===== config.mk =====
export PLATFORM = sky130hd
export DESIGN_NAME = calc_frame_engine
export DESIGN_NICKNAME = d
export VERILOG_FILES = /design/src/rtl/calc_frame_engine.sv
export SDC_FILE = /design/constraint.sdc
export NUM_CORES = 1
export LEC_CHECK = 0
export BUFFER_PORTS_ARGS = -buffer_cell sky130_fd_sc_hd__buf_2
export CORE_AREA = 2 2 98 195
export CTS_BUF_LIST = sky130_fd_sc_hd__clkbuf_4 sky130_fd_sc_hd__clkbuf_8
export DETAILED_ROUTE_END_ITERATION = 12
export DIE_AREA = 0 0 100 197
export GPL_ROUTABILITY_DRIVEN = 0
export GPL_TIMING_DRIVEN = 0
export PLACE_DENSITY = 0.57
export SLEW_MARGIN = 20
export SYNTH_ARGS = -nofsm -noshare
export SYNTH_HDL_FRONTEND = slang
export SYNTH_SLANG_ARGS = --single-unit

===== constraint.sdc =====
create_clock -name CLK -period 6.95 [get_ports CLK]
set_input_delay 1.39 -clock CLK [delete_from_list [all_inputs] [get_ports CLK]]
set_output_delay 1.39 -clock CLK [all_outputs]
set_load 0.1 [all_outputs]

===== src/rtl/calc_frame_engine.sv =====
// calc_frame_engine: byte-framed unsigned calculator (op1, opcode, op2 in; status + result out).
// Ports: CLK/RST (async high), rx_data/rx_valid/rx_ack (UART rx side), tx_data/tx_start/tx_busy
// (UART tx side), busy, frame_err. Optional macro CALC_MOD_EN enables the '%' remainder opcode.
module calc_frame_engine #(
  parameter int WIDTH          = 8,
  parameter int TIMEOUT_CYCLES = 1000000
) (
  input  logic       CLK,
  input  logic       RST,
  input  logic [7:0] rx_data,
  input  logic       rx_valid,
  output logic       rx_ack,
  output logic [7:0] tx_data,
  output logic       tx_start,
  input  logic       tx_busy,
  output logic       busy,
  output logic       frame_err
);

  localparam int BYTES = WIDTH / 8;
  localparam int CW    = $clog2(BYTES + 2);
  localparam int IW    = (TIMEOUT_CYCLES > 1) ? $clog2(TIMEOUT_CYCLES + 1) : 1;
  localparam int DW    = $clog2(WIDTH + 1);

  typedef enum logic [2:0] {
    S_OP1, S_OPC, S_OP2, S_EXEC, S_SEND
  } state_t;

  state_t           state_q, state_d;
  logic [CW-1:0]    cnt_q, cnt_d;
  logic [IW-1:0]    idle_q, idle_d;
  logic [WIDTH-1:0] op1_q, op1_d;
  logic [WIDTH-1:0] op2_q, op2_d;
  logic [7:0]       opc_q, opc_d;
  logic [WIDTH-1:0] res_q, res_d;
  logic [7:0]       st_q, st_d;
  logic [WIDTH-1:0] rem_q, rem_d;
  logic [WIDTH-1:0] quo_q, quo_d;
  logic [DW-1:0]    dcnt_q, dcnt_d;
  logic             drun_q, drun_d;
  logic             rx_ack_q, rx_ack_d;
  logic             tx_start_q, tx_start_d;
  logic [7:0]       tx_data_q, tx_data_d;
  logic             ferr_q, ferr_d;

  logic                   sample, rx_phase, ge;
  logic [WIDTH:0]         sum_w, rsh_w, trial_w;
  logic [2*WIDTH-1:0]     prod_w;
  logic [7:0]             res_byte;

  assign sample = rx_valid && !rx_ack_q &&
                  (state_q == S_OP1 || state_q == S_OPC || state_q == S_OP2);
  // Idle timeout only runs once a frame has actually started.
  assign rx_phase = (state_q == S_OP1 && cnt_q != '0) ||
                    state_q == S_OPC || state_q == S_OP2;

  assign sum_w  = {1'b0, op1_q} + {1'b0, op2_q};
  assign prod_w = {{WIDTH{1'b0}}, op1_q} * {{WIDTH{1'b0}}, op2_q};

  // Restoring divider step: shift next dividend bit into the partial remainder.
  assign rsh_w   = {rem_q, quo_q[WIDTH-1]};
  assign trial_w = rsh_w - {1'b0, op2_q};
  assign ge      = ~trial_w[WIDTH];

  // cnt_q = k (1..BYTES) selects result byte k, MSB first.
  always_comb begin
    res_byte = '0;
    for (int k = 0; k < BYTES; k++)
      if (cnt_q == CW'(BYTES - k)) res_byte = res_q[8*k +: 8];
  end

  always_comb begin
    state_d    = state_q;
    cnt_d      = cnt_q;
    idle_d     = idle_q;
    op1_d      = op1_q;
    op2_d      = op2_q;
    opc_d      = opc_q;
    res_d      = res_q;
    st_d       = st_q;
    rem_d      = rem_q;
    quo_d      = quo_q;
    dcnt_d     = dcnt_q;
    drun_d     = drun_q;
    rx_ack_d   = 1'b0;
    tx_start_d = 1'b0;
    tx_data_d  = tx_data_q;
    ferr_d     = 1'b0;

    unique case (state_q)
      S_OP1: begin
        if (sample) begin
          op1_d = (op1_q << 8) | WIDTH'(rx_data);
          if (cnt_q == CW'(BYTES - 1)) begin
            cnt_d   = '0;
            state_d = S_OPC;
          end else begin
            cnt_d = cnt_q + 1'b1;
          end
        end
      end
      S_OPC: begin
        if (sample) begin
          opc_d   = rx_data;
          state_d = S_OP2;
        end
      end
      S_OP2: begin
        if (sample) begin
          op2_d = (op2_q << 8) | WIDTH'(rx_data);
          if (cnt_q == CW'(BYTES - 1)) begin
            cnt_d   = '0;
            drun_d  = 1'b0;
            state_d = S_EXEC;
          end else begin
            cnt_d = cnt_q + 1'b1;
          end
        end
      end
      S_EXEC: begin
        if (!drun_q) begin
          state_d = S_SEND;
          cnt_d   = '0;
          case (opc_q)
            8'h2B: begin
              res_d = sum_w[WIDTH-1:0];
              st_d  = sum_w[WIDTH] ? 8'h03 : 8'h00;
            end
            8'h2D: begin
              res_d = op1_q - op2_q;
              st_d  = (op2_q > op1_q) ? 8'h03 : 8'h00;
            end
            8'h78: begin
              res_d = prod_w[WIDTH-1:0];
              st_d  = (|prod_w[2*WIDTH-1:WIDTH]) ? 8'h03 : 8'h00;
            end
            8'h2F: begin
              if (op2_q == '0) begin
                res_d = '1;
                st_d  = 8'h01;
              end else begin
                state_d = S_EXEC;
                rem_d   = '0;
                quo_d   = op1_q;
                dcnt_d  = DW'(WIDTH);
                drun_d  = 1'b1;
              end
            end
`ifdef CALC_MOD_EN
            8'h25: begin
              if (op2_q == '0) begin
                res_d = op1_q;
                st_d  = 8'h01;
              end else begin
                state_d = S_EXEC;
                rem_d   = '0;
                quo_d   = op1_q;
                dcnt_d  = DW'(WIDTH);
                drun_d  = 1'b1;
              end
            end
`endif
            default: begin
              res_d = '0;
              st_d  = 8'h02;
            end
          endcase
        end else begin
          rem_d  = ge ? trial_w[WIDTH-1:0] : rsh_w[WIDTH-1:0];
          quo_d  = {quo_q[WIDTH-2:0], ge};
          dcnt_d = dcnt_q - 1'b1;
          if (dcnt_q == DW'(1)) begin
            drun_d  = 1'b0;
            state_d = S_SEND;
            cnt_d   = '0;
            st_d    = 8'h00;
            res_d   = quo_d;
`ifdef CALC_MOD_EN
            if (opc_q == 8'h25) res_d = rem_d;
`endif
          end
        end
      end
      S_SEND: begin
        // Back-to-back starts are blocked so tx_busy has a cycle to rise.
        if (!tx_busy && !tx_start_q) begin
          tx_start_d = 1'b1;
          tx_data_d  = (cnt_q == '0) ? st_q : res_byte;
          if (cnt_q == CW'(BYTES)) begin
            cnt_d   = '0;
            state_d = S_OP1;
          end else begin
            cnt_d = cnt_q + 1'b1;
          end
        end
      end
      default: state_d = S_OP1;
    endcase

    if (sample) begin
      rx_ack_d = 1'b1;
      idle_d   = '0;
    end else if (rx_phase && TIMEOUT_CYCLES != 0) begin
      idle_d = idle_q + 1'b1;
      if (idle_d == IW'(TIMEOUT_CYCLES)) begin
        ferr_d  = 1'b1;
        state_d = S_OP1;
        cnt_d   = '0;
        idle_d  = '0;
        op1_d   = '0;
        op2_d   = '0;
        opc_d   = '0;
      end
    end
  end

  always_ff @(posedge CLK or posedge RST) begin
    if (RST) begin
      state_q    <= S_OP1;
      cnt_q      <= '0;
      idle_q     <= '0;
      op1_q      <= '0;
      op2_q      <= '0;
      opc_q      <= '0;
      res_q      <= '0;
      st_q       <= '0;
      rem_q      <= '0;
      quo_q      <= '0;
      dcnt_q     <= '0;
      drun_q     <= 1'b0;
      rx_ack_q   <= 1'b0;
      tx_start_q <= 1'b0;
      tx_data_q  <= '0;
      ferr_q     <= 1'b0;
    end else begin
      state_q    <= state_d;
      cnt_q      <= cnt_d;
      idle_q     <= idle_d;
      op1_q      <= op1_d;
      op2_q      <= op2_d;
      opc_q      <= opc_d;
      res_q      <= res_d;
      st_q       <= st_d;
      rem_q      <= rem_d;
      quo_q      <= quo_d;
      dcnt_q     <= dcnt_d;
      drun_q     <= drun_d;
      rx_ack_q   <= rx_ack_d;
      tx_start_q <= tx_start_d;
      tx_data_q  <= tx_data_d;
      ferr_q     <= ferr_d;
    end
  end

  assign rx_ack    = rx_ack_q;
  assign tx_start  = tx_start_q;
  assign tx_data   = tx_data_q;
  assign frame_err = ferr_q;
  assign busy      = !(state_q == S_OP1 && cnt_q == '0);

endmodule


==> impl_metrics.csv, run 1 <==
group,metric,value,unit
status,status,"completed",
critical_path,worstPathCellList,"clkbuf_1, nand2_1, fa_1, fa_1, inv_1, fa_1, inv_1, fa_1, inv_1, ha_1, a21oi_1, o21ai_0, o41ai_1, o221ai_1, nand4b_1, a21oi_1, o41ai_1",
drt,routed_via_density,5.654,
critical_path,crit_arrival,5.98,ns
layout,nFillCells,1864,
drt,antenna_left,0,
sta,final_period_demand_of_the_worst_path,5.725,ns
critical_path,worst_path_most_repeated_cell,"fa_1",
global_routing,number_of_antenna_violations_at_the_first_check_in_global_routing,0,
worst_hold_path,class_of_the_tightest_hold_or_removal_check,"flip-flop to flip-flop",
critical_path,critical_path_buf_inv_count,4,
clock_network,clkSinkCount,91,
sta,worst_slew_margin_rel,29.62,%
sta,setup_violations,0,
logic_synthesis,yosys_warnings,0,
critical_path,critical_path_class,"flip-flop to flip-flop",
logic_synthesis,syn_nets,1025,
global_routing,global_route_wire_length_before_repair,34.47,mm
logic_synthesis,synth_instances,908,
sta,setup_repair_after_global_routing_missed_its_margin,"false",
sta,hold_ws,0.4846,ns
logic_synthesis,synth_enable_flop_cells,0,
drt,route.final.wire_length,21.24,mm
layout,layout-drive-gt1-share,6.947,%
drt,routed_wire_length_per_instance,18.22,um
layout,synthToLayoutAreaGrowth,7.794,%
critical_path,critical_path.max_stage_delay,0.56,ns
floorplanning,design.core.area,18220,sq um
clock_network,cts_root_buffer,"clkbuf_8",
sta,finalHoldViolations,0,
drt,drt_first_pass_iters,4,
sta,fin_skew,0.006865,ns
clock_network,post_cts.repair.setup_buffers,0,
global_routing,globalRoute.totalOverflow,0,
clock_network,cts_tree,"yes",
sta,finalMaxSlewViolations,0,
clock_network,cts_max_path_buffers,2,
clock_network,cts_h_tree_lvls,3,
sta,fmax,0.1747,GHz
logic_synthesis,synthArstFlopShare,100.0,%
logic_synthesis,postSynth.topFlopCell,"dfrtp_1",
drt,detail_route.iter0.violations,217,
sta,tns,0,ns
global_routing,grtUsageTotal,22.51,%
job,max_capacitance_violation_count,0,
placement,placedInstanceArea,8357,sq um
layout,nets,1062,
critical_path,critical-path-top-delay-family,"adder cells",
critical_path,cp_max_fo,9,
floorplanning,die_h,197,um
sta,final.period_utilization,82.38,%
floorplanning,fp-row-count,70,
floorplanning,die_area,19700,sq um
layout,mostFrequentLayoutCells,"103 x nand2_1, 91 x dfrtp_1, 83 x inv_1, 74 x o21ai_0, 73 x nor2_1",
clock_network,clk_pin_slew_worst_paths,0.09,ns
sta,worstMarginPinSlew,1.029,ns
critical_path,critical_path_endpoint_category,"flip-flop",
logic_synthesis,yosys.cell_types.count,69,
layout,final_cell_area,8531,sq um
clock_network,postCtsResizedCells,0,
global_routing,first_global_vias,6746,
floorplanning,floorplan.initialDensity,43.44,%
global_routing,grt_start_max_net_pins,57,
logic_synthesis,post_synth_instance_area,7914,sq um
clock_network,cts_made_buffers,9,
drt,detailroute.via_count,6593,
critical_path,timing.critical_path.from_type,"flip-flop",
placement,port-buffer-count,23,
layout,antennaDiodeCount,0,
logic_synthesis,ys_seq_elements,91,
floorplanning,floorplan.die.width,100,um
floorplanning,io_pins,24,
drt,detail_route.drc_violations,0,
placement,post-dp-hpwl,17.11,mm
critical_path,critPathSlowestCell,"fa_1",
layout,layout.cells.most_common,"nand2_1",
critical_path,worst_ep_required_time,7.20,ns
logic_synthesis,mapped_avg_cell_area,8.716,sq um
logic_synthesis,fraction_of_the_yosys_area_taken_by_sequential_cells,28.77,%
clock_network,clk-insertion-delay-late,0.39,ns
clock_network,hold_buffers,0,
metal layers:
| metal | global-route usage, % | share of wire (%) | up-vias |
|---|---|---|---|
| met2 | 45.47 | 59 | 103 |
| met3 | 1.950 | 1.9 | 48 |
| met4 | 9.944 | 3.8 | 0 |
| li1 | - | - | 3194 |
| met5 | 0 | 0 | - |
| met1 | 22.40 | 36 | 3248 |
worst min-delay path, stage by stage, from the launching register on:
cell and delay, ns:
dfrtp_1 0.35, nand2_1 0.05, o31ai_1 0.05
cell families after synthesis:
family / Yosys count / share of synthesized area (%)
AND/OR/NAND/NOR: 320 / 20.55
AO/OA/AOI/OAI: 200 / 15.98
buffers and inverters: 123 / 6.071
adder cells (fa/ha/maj): 106 / 20.43
flip-flops: 91 / 28.77
multiplexers: 41 / 5.202
XOR/XNOR: 27 / 2.988
sequential cells by signal, summed over array words and instances, names as in the netlist, 2 cells and up:
name and cells:
idle_q 20, op1_q 8, op2_q 8, opc_q 8
quo_q 8, rem_q 8, res_q 8, tx_data 8
dcnt_q 4, state_q 3, cnt_q 2, st_q 2
cell usage after synthesis, drive strengths merged, types with 2 or more instances:
cell     count  area, sq um
nand2      103        386.6
dfrtp       91         2277
inv         84        315.3
o21ai       75        379.1
nor2        73        274.0
ha          66        825.8
mux2i       40        400.4
fa          39        780.8
a21oi       37        185.2
and2        33        206.5
clkbuf      28        105.1
nor3        20        100.1
nand2b      18        112.6
xnor2       17        148.9
a21o        15        112.6
nand3       15        80.08
nor2b       12        75.07
buf         11        60.05
xor2        10        87.58
a22oi        8        60.06
nand4        8        71.32
nor3b        8        65.06
o211ai       8        60.06
o31ai        8        60.06
a31oi        7        43.79
and3         7        43.79
nor4         7        73.82
a221o        5        50.05
nand4b       4        35.03
o22ai        4        25.02
a221oi       3        26.28
a22o         3        26.28
a32o         3        30.03
o221ai       3        26.28
o41ai        3        26.28
a2111oi      2        17.52
a211oi       2        15.01
a31o         2        17.52
and3b        2        17.52
nand3b       2        15.01
o21a         2        15.01
or3          2        12.51
area by class of cell:
cell class / instances / area, sq um / share of cell area [%]
Timing Repair Buffer: 26 / 157.7 / 1.848
Clock buffer: 12 / 146.4 / 1.716
Tap cell: 216 / 270.3 / 3.168
Sequential cell: 91 / 2277 / 26.69
Multi-Input combinational cell: 694 / 5166 / 60.56
Buffer: 39 / 165.2 / 1.936
Inverter: 84 / 320.3 / 3.755
Clock inverter: 4 / 27.53 / 0.3227
metrics by stage:
| stage | instances | setup slack, ns | util, % |
|---|---|---|---|
| finish | 1166 | 1.225 | 46.83 |
| global route | 1166 | 0.8398 | 46.83 |
| CTS | 1166 | 1.163 | 46.83 |
| detailed placement | 1150 | 1.179 | 45.87 |
| global placement | 1147 | 1.168 | 45.56 |
| floorplan | 908 | 2.180 | - |
final timing paths:
check                      startpoint         end  slack, ns  cells after the start
min reg2reg                  res_q[5]    res_q[5]       0.48                      2
min                          res_q[5]    res_q[5]       0.48                      2
max                          op1_q[2]     st_q[0]       1.22                     17
max reg2reg                  op1_q[2]     st_q[0]       1.22                     17
min in group asynchronous         RST   idle_q[5]       0.97                      2
max in group asynchronous         RST  tx_data[2]       5.37                      3
Power of run 1 is left out: the tool's default activity adds up to more than one toggle a clock period on the data nets, which glitch-free logic cannot reach.
==> run 2, diff against run 1 <==
==> constraint.sdc (replaced) <==
create_clock -name CLK -period 5.6 [get_ports CLK]
set_input_delay 1.12 -clock CLK [delete_from_list [all_inputs] [get_ports CLK]]
set_output_delay 1.12 -clock CLK [all_outputs]
set_load 0.1 [all_outputs]
==> run 2 against run 1 <==
Global-route usage is essentially flat; via count grew 0.39%; clock skew grew 0.0014 ns; cell count is essentially flat; worst setup slack lost 0.95 ns; maximum frequency grew 7.4%; non-clock buffer count shrank 1; flip-flop and latch count is the same; critical endpoint unchanged; highest routed layer unchanged.
==> impl_metrics.csv, run 2 (synthesis results as in run 1) <==
group,metric,value,unit
floorplanning,floorplan.initialDensity,43.44,%
clock_network,cts_made_buffers,9,
layout,synthToLayoutAreaGrowth,8.063,%
placement,port-buffer-count,23,
layout,layout-drive-gt1-share,7.798,%
floorplanning,floorplan.die.width,100,um
sta,setup_repair_after_global_routing_missed_its_margin,"false",
critical_path,crit_arrival,5.58,ns
sta,final_period_demand_of_the_worst_path,5.330,ns
global_routing,global_route_wire_length_before_repair,34.51,mm
floorplanning,die_area,19700,sq um
drt,detail_route.iter0.violations,244,
sta,setup_violations,0,
global_routing,globalRoute.totalOverflow,0,
global_routing,first_global_vias,6759,
floorplanning,fp-row-count,70,
drt,detailroute.via_count,6619,
drt,routed_wire_length_per_instance,18.19,um
global_routing,number_of_antenna_violations_at_the_first_check_in_global_routing,0,
sta,worstMarginPinSlew,1.010,ns
job,max_capacitance_violation_count,0,
sta,hold_ws,0.4847,ns
layout,register_with_the_most_flip_flops,"idle_q",
sta,worst_slew_margin_rel,32.38,%
global_routing,grtUsageTotal,22.54,%
placement,post-dp-hpwl,17.11,mm
critical_path,timing.critical_path.from_type,"flip-flop",
floorplanning,design.core.area,18220,sq um
clock_network,cts_tree,"yes",
sta,finalMaxSlewViolations,0,
layout,nFillCells,1858,
clock_network,cts_root_buffer,"clkbuf_8",
status,status,"completed",
floorplanning,io_pins,24,
sta,final.period_utilization,95.17,%
drt,routed_via_density,5.682,
layout,nets,1061,
critical_path,critical_path_endpoint_category,"flip-flop",
layout,antennaDiodeCount,0,
layout,largest_register_ff_count,20,
sta,finalHoldViolations,0,
floorplanning,die_h,197,um
layout,layout.cells.most_common,"nand2_1",
critical_path,critical_path_class,"flip-flop to flip-flop",
drt,antenna_left,0,
clock_network,cts_max_path_buffers,2,
layout,mostFrequentLayoutCells,"103 x nand2_1, 90 x dfrtp_1, 83 x inv_1, 74 x o21ai_0, 73 x nor2_1",
sta,fin_skew,0.008281,ns
worst_hold_path,class_of_the_tightest_hold_or_removal_check,"flip-flop to flip-flop",
global_routing,grt_start_max_net_pins,57,
sta,fmax,0.1876,GHz
clock_network,clkSinkCount,91,
critical_path,worst_ep_required_time,5.85,ns
clock_network,clk_pin_slew_worst_paths,0.09,ns
drt,route.final.wire_length,21.19,mm
drt,drt_first_pass_iters,4,
clock_network,clk-insertion-delay-late,0.38,ns
clock_network,cts_h_tree_lvls,3,
critical_path,cp_max_fo,11,
drt,detail_route.drc_violations,0,
## run 2: cell count changes in the layout (fill, tap and decap cells not counted), moves of 2 or more
cell      change
clkbuf_1      -5
a21oi_1       -2
a21oi_2       +2
clkbuf_2      +2
## run 2: path summary, 6_finish.rpt
check,slack [ns],endpoint,cells after the start,from
setup reg to reg,0.27,st_q[0],18,op1_q[3]
max in group asynchronous,4.28,tx_data[5],3,RST
hold / removal,0.48,res_q[5],2,res_q[5]
min in group asynchronous,0.71,idle_q[5],2,RST
setup / recovery,0.27,st_q[0],18,op1_q[3]
hold reg to reg,0.48,res_q[5],2,res_q[5]
## run 2: repair_timing
| item | CTS | global route |
|---|---|---|
| resized for setup | 2 | 9 |
| endpoints found under the hold margin | 0 | 0 |
| hold buffers | 0 | 0 |
| setup endpoints to repair | 2 | 2 |
| pin swaps | 0 | 2 |
| cloned | 0 | 0 |
| setup buffers | 0 | 1 |
## run 2: layout make-up
class                           count  area, sq um  area share (%)
Buffer                             37        161.4           1.887
Inverter                           84        320.3           3.745
Multi-Input combinational cell    694         5182           60.60
Sequential cell                    91         2278           26.64
Tap cell                          216        270.3           3.160
Clock inverter                      4        27.53          0.3219
Clock buffer                       12        146.4           1.712
Timing Repair Buffer               27        165.2           1.931
## run 2: worst max-delay path: stages, from the launching register on
cell and delay (ns):
dfrtp_1 0.58, and2_1 0.26, fa_1 0.53, inv_1 0.05, fa_1 0.48, inv_1 0.06, fa_1 0.54, inv_1 0.06
fa_1 0.53, inv_1 0.04, ha_1 0.34, a21oi_2 0.27, o211ai_1 0.12, or4_1 0.52, nor4_1 0.29, nand4b_1 0.12
buf_4 0.17, a21oi_1 0.17, o41ai_1 0.08
## run 2: metrics by stage
step | setup TNS [ns] | utilization [%] | setup WS, ns | instance area [sq um] | std cells
2_1_floorplan | 0 | - | 0.8299 | 7914 | 908
6_report | 0 | 46.94 | 0.2702 | 8552 | 1165
4_1_cts | 0 | 46.85 | 0.006168 | 8536 | 1165
5_1_grt | 0 | 46.94 | 0.006581 | 8552 | 1165
3_5_place_dp | -0.3385 | 45.87 | -0.1706 | 8357 | 1150
3_3_place_gp | -0.3569 | 45.56 | -0.1820 | 8299 | 1147
## run 2: layer usage
metal | GRT usage [%] | routed length (um) | vias up
met5 | 0 | 0 | -
met4 | 9.944 | 868 | 0
met1 | 22.43 | 7520 | 3276
met2 | 45.52 | 12390 | 97
li1 | - | - | 3199
met3 | 1.950 | 405 | 47
Power of run 2 is left out for the same reason.
